===== config.mk =====
export PLATFORM = sky130hd
export DESIGN_NAME = inv_cfg_loader
export DESIGN_NICKNAME = d
export VERILOG_FILES = /design/src/rtl/inv_cfg_loader.sv
export SDC_FILE = /design/constraint.sdc
export NUM_CORES = 1
export LEC_CHECK = 0
export CAP_MARGIN = 10
export CORE_UTILIZATION = 46
export DETAILED_ROUTE_END_ITERATION = 7
export PLACE_DENSITY = 0.75
export SETUP_SLACK_MARGIN = 0.05
export SLEW_MARGIN = 30
export SYNTH_ARGS = -nofsm -noshare
export SYNTH_HDL_FRONTEND = slang
export SYNTH_SLANG_ARGS = --single-unit

===== constraint.sdc =====
create_clock -name clk -period 1.25 [get_ports clk]
set_input_delay 0.125 -clock clk [delete_from_list [all_inputs] [get_ports clk]]
set_output_delay 0.125 -clock clk [all_outputs]
set_load 0.01 [all_outputs]

===== src/rtl/inv_cfg_loader.sv =====
// Inversion-bit config loader: collects per-site writes into a shadow vector, then shifts
// it MSB-first into the site chain and latches. Optional readback check: INV_CFG_READBACK_EN.
module inv_cfg_loader #(
  parameter int unsigned          NUM_SITES = 8,
  parameter int unsigned          IDX_W     = 3,
  parameter logic [NUM_SITES-1:0] INIT      = '0
) (
  input  logic                 clk,
  input  logic                 rst_n,
  input  logic                 i_wr_valid,
  output logic                 o_wr_ready,
  input  logic [IDX_W-1:0]     i_wr_idx,
  input  logic                 i_wr_inv,
  input  logic                 i_commit,
  output logic                 o_busy,
  output logic                 o_done,
  output logic                 o_cfg_sdo,
  output logic                 o_cfg_shift,
  output logic                 o_cfg_latch,
  input  logic                 i_cfg_sdi,
  output logic                 o_rb_err,
  output logic [NUM_SITES-1:0] o_shadow,
  output logic [NUM_SITES-1:0] o_active
);

  localparam int unsigned CNT_W = (NUM_SITES > 1) ? $clog2(NUM_SITES) : 1;

  typedef enum logic [1:0] {StIdle, StShift, StLatch} state_t;

  state_t               r_state, w_state_d;
  logic [CNT_W-1:0]     r_cnt, w_cnt_d;
  logic [NUM_SITES-1:0] r_shadow, w_shadow_d;
  logic [NUM_SITES-1:0] r_active, w_active_d;
  logic [NUM_SITES-1:0] r_sr, w_sr_d;
  logic                 r_wr_ready, w_wr_ready_d;
  logic                 r_busy, w_busy_d;
  logic                 r_latch, w_latch_d;
  logic                 r_shift, w_shift_d;
  logic                 r_sdo, w_sdo_d;

  always_comb begin
    w_state_d    = r_state;
    w_cnt_d      = r_cnt;
    w_shadow_d   = r_shadow;
    w_active_d   = r_active;
    w_sr_d       = r_sr;
    w_wr_ready_d = 1'b0;
    w_busy_d     = 1'b0;
    w_latch_d    = 1'b0;
    w_shift_d    = 1'b0;
    w_sdo_d      = 1'b0;
    unique case (r_state)
      StIdle: begin
        // Out-of-range indices match no site and are silently dropped.
        if (i_wr_valid) begin
          for (int i = 0; i < int'(NUM_SITES); i++) begin
            if (i_wr_idx == IDX_W'(i)) w_shadow_d[i] = i_wr_inv;
          end
        end
        if (i_commit) begin
          w_state_d = StShift;
          w_cnt_d   = '0;
          w_sr_d    = w_shadow_d;
          w_busy_d  = 1'b1;
          w_shift_d = 1'b1;
          w_sdo_d   = w_shadow_d[NUM_SITES-1];
        end else begin
          w_wr_ready_d = 1'b1;
        end
      end
      StShift: begin
        // Rotating N times brings the snapshot back in place for the latch cycle.
        w_sr_d   = {r_sr[NUM_SITES-2:0], r_sr[NUM_SITES-1]};
        w_busy_d = 1'b1;
        if (r_cnt == CNT_W'(NUM_SITES - 1)) begin
          w_state_d = StLatch;
          w_latch_d = 1'b1;
        end else begin
          w_cnt_d   = r_cnt + CNT_W'(1);
          w_shift_d = 1'b1;
          w_sdo_d   = r_sr[NUM_SITES-2];
        end
      end
      StLatch: begin
        w_active_d   = r_sr;
        w_state_d    = StIdle;
        w_wr_ready_d = 1'b1;
      end
      default: w_state_d = StIdle;
    endcase
  end

  always_ff @(posedge clk or negedge rst_n) begin
    if (!rst_n) begin
      r_state    <= StIdle;
      r_cnt      <= '0;
      r_shadow   <= INIT;
      r_active   <= INIT;
      r_sr       <= INIT;
      r_wr_ready <= 1'b1;
      r_busy     <= 1'b0;
      r_latch    <= 1'b0;
      r_shift    <= 1'b0;
      r_sdo      <= 1'b0;
    end else begin
      r_state    <= w_state_d;
      r_cnt      <= w_cnt_d;
      r_shadow   <= w_shadow_d;
      r_active   <= w_active_d;
      r_sr       <= w_sr_d;
      r_wr_ready <= w_wr_ready_d;
      r_busy     <= w_busy_d;
      r_latch    <= w_latch_d;
      r_shift    <= w_shift_d;
      r_sdo      <= w_sdo_d;
    end
  end

`ifdef INV_CFG_READBACK_EN
  logic w_rb_exp;
  logic r_rb_err;

  // Chain returns old contents MSB first, so shift cycle k checks site NUM_SITES-1-k.
  always_comb begin
    w_rb_exp = 1'b0;
    for (int i = 0; i < int'(NUM_SITES); i++) begin
      if (r_cnt == CNT_W'(int'(NUM_SITES) - 1 - i)) w_rb_exp = r_active[i];
    end
  end

  always_ff @(posedge clk or negedge rst_n) begin
    if (!rst_n) begin
      r_rb_err <= 1'b0;
    end else if (r_state == StIdle && i_commit) begin
      r_rb_err <= 1'b0;
    end else if (r_state == StShift && i_cfg_sdi != w_rb_exp) begin
      r_rb_err <= 1'b1;
    end
  end

  assign o_rb_err = r_rb_err;
`else
  logic w_unused_sdi;
  assign w_unused_sdi = i_cfg_sdi;
  assign o_rb_err     = 1'b0;
`endif

  assign o_wr_ready  = r_wr_ready;
  assign o_busy      = r_busy;
  assign o_done      = r_latch;
  assign o_cfg_latch = r_latch;
  assign o_cfg_shift = r_shift;
  assign o_cfg_sdo   = r_sdo;
  assign o_shadow    = r_shadow;
  assign o_active    = r_active;

endmodule


==> metrics.txt <==
Worst R2R End=o_shadow[7]; global-route wire length before repair=roughly 5.9 mm; DR WL/cell=16.0 um; status=complete, but fails checks; max-slew violations=0; Worst VDD drop=1.11 mV; largest area contributor in the netlist=dfrtp_1; RSZ-0062 raised after global routing=true; final setup margin=-99.8 ps; Net Count, Synth=146; GRT Overall Usage=0.220; via count=between 1000 and 1500; Fin. Hold Viols=0; sequential-to-total area share from yosys stat=0.514; main combinational cell family by area after synthesis=multiplexers; Total Nets Final=204; TritonRoute pass-1 iters=4; CP startpoint=r_state[0]; via-per-instance ratio=5.32; CP max FO=4; leading cell type by number of instances after synthesis=dfrtp_1; cell area after synthesis=roughly 1700 sq um; reg2reg path depth=3; Data arrival, critical path=1590 ps; crit path capture=o_shadow[7]; yosys warns=0; Ant. Diodes=0; CTS Buf Count=5; CTS tree=yes; skew final=13.4 ps; DRC Markers=0; Avg Cell Area, Syn=12.3 sq um; Final GP Congestion=0.824; Final min period=1350 ps; internal power=approximately 3.2 mW; Logic pwr share=0.482; commonest cells in the netlist=33 x dfrtp_1, 16 x mux2_1, 11 x a21oi_1, 8 x mux2i_1, 8 x o22ai_1; clk sink count=34; Sw Share=0.352; Clock Power Share=0.132; flops & latches, synth=34; Die H=62.1 um; Max-cap violations=0; multi-input logic area=821 sq um; most frequently used flop master after synthesis=dfrtp_1; Synth Area in Adders=0.0151; Die X-Extent=62.1 um; layout overhead on the synthesized area=41.6%; hold-fix buffer count after cts=0; Synth cell types=29; worst reg2reg setup slack=-100 ps; Clock Tree Buf Depth=2; I/O Buffers=29; Post-DP HPWL=around 2.5 mm; largest net degree at the start of global routing=19; I/O pin cnt=32; filler cell count in the final layout=242; Critical R2R Launch=r_state[0]; critical path startpoint category=flop; asr flop ratio synth=1.00; worst min path class=in2async; critical setup path kind=reg2reg; Clock Tree Root=clkbuf_4; PwrDens=2100 nW/um^2; EDFF count, synth=0; failing checks=negative setup slack; Iteration-0 DRC Markers=33; full die area=~3900 sq um; Synth area leaders=dfrtp_1 50%, mux2_1 11%, mux2i_1 4.8%; Synth Area in Compound Gates=0.0980; Tcrit/Tclk final=1.08; overall power=4.94 mW; num rows=21; worst path required time=1490 ps; top cell type's share of synthesized area=0.498; initial antenna violation count=0; Crit. End Element=flop; grt total ovfl=0; Leak Pwr=1.13 nW; H-tree lvl count=2; Worst-path clk slew=120 ps; mux contribution to synthesized area=0.170; max frequency=741 MHz; Starting Density=0.489; vias in the first global route=about 1300; Seq pwr share=0.386; final setup fails=19; routed wire length=3.85 mm; register area=approximately 850 sq um; xor and xnor area share after synthesis=0; ANT nets after route=0; CORE AREA=3390 sq um; WHS=128 ps; Cells after Synth=135; clk_lat worst skew=340 ps; Simple-Gate Fraction of Synth Area=0.145; share of post-route cells with drive strength above 1=0.387; sw power=1.74 mW
## routing by layer
metal	global-route usage	vias up	wire length, um
li1	-	616	-
met1	0.256	624	1660
met2	0.384	30	1990
met3	0.0538	6	111
met4	0.0952	0	79
met5	0	-	0
## critical path, cell delays in order (launching register included)
cell and delay [ps]:
dfrtp_2 470, nor3b_2 300, nand4_1 160, mux2_1 330
## how the worst min path moves through the flow
stage | slack [ps] | start | endpoint | cells past startpoint
CTS | 130 | rst_n | r_sr[3] | 2
detailed placement | 480 | o_active[7] | o_active[7] | 1
floorplan | -170 | rst_n | o_active[0] | 0
finish | 130 | rst_n | r_sr[3] | 2
global route | 140 | rst_n | o_shadow[4] | 2
global placement | 470 | o_active[4] | o_active[4] | 1
## cell families (layout without fill, tap and decap cells)
group                      after synthesis  in the layout
buffers and inverters                   14             73
DFF                                     34             34
and+or+nand+nor                         32             32
muxes                                   26             26
AOI/OAI and AO/OA                       26             26
other                                    1              1
adders and majority gates                2              2
## metrics by stage
stage	setup WS, ps	setup TNS [ps]	cells	util	cell area (sq um)
2_1_floorplan	-21.1	-40.3	135	-	1670
3_3_place_gp	-211	-2820	219	0.618	2090
3_5_place_dp	-248	-3250	219	0.618	2090
4_1_cts	-71.2	-852	238	0.681	2310
5_1_grt	-153	-1900	240	0.693	2350
6_report	-99.8	-802	240	0.693	2350
## placed cells by master, fill, tap and decap left out, types with 2 or more instances in the layout
cell type / n
a21oi_2: 3
mux2_2: 2
mux2_4: 8
o22ai_1: 6
a21oi_1: 9
buf_4: 28
clkdlybuf4s15_1: 7
and3b_1: 2
nand2_1: 6
clkinvlp_4: 2
and4bb_1: 3
buf_6: 5
dlygate4sd2_1: 14
mux2i_1: 8
dfrtp_2: 2
nand3b_1: 3
clkdlybuf4s50_1: 7
mux2_1: 8
nor3b_2: 2
a22o_1: 5
dfrtp_1: 31
clkbuf_4: 5
o22ai_2: 2
nand4b_1: 3
nand2b_4: 2
nand4_1: 3
## power groups by stage
| stage | logic, mW | clock network (mW) | registers [mW] |
|---|---|---|---|
| floorplan | 0.931 | 0 | 1.99 |
| global placement | 1.88 | 0 | 1.92 |
| detailed placement | 1.98 | 0 | 1.95 |
| CTS | 2.27 | 0.672 | 1.91 |
| global route | 2.60 | 0.722 | 1.97 |
| finish | 2.38 | 0.654 | 1.91 |
## area by class of cell
cell class                 instances  area share
sequential                        34       0.364
clock buffer                       6      0.0218
tap                               46      0.0245
timing repair inverter             1     0.00320
clock inverter                     2     0.00533
timing repair buffer              62       0.227
inverter                           2     0.00426
multi-input combinational         87       0.349
## state kept, by name, indices dropped and copies added, names as in the netlist
register     count
o_active         8
o_busy           1
o_cfg_latch      1
o_cfg_sdo        1
o_cfg_shift      1
o_shadow         8
o_wr_ready       1
r_cnt            3
r_sr             8
r_state          2
## repair_timing
item,CTS,global route
gates cloned,1,0
pin swaps,5,2
setup buffers,10,3
gates resized for setup,51,11
setup endpoints to repair,53,40
No activity file was read; power rests on OpenSTA's default activity.
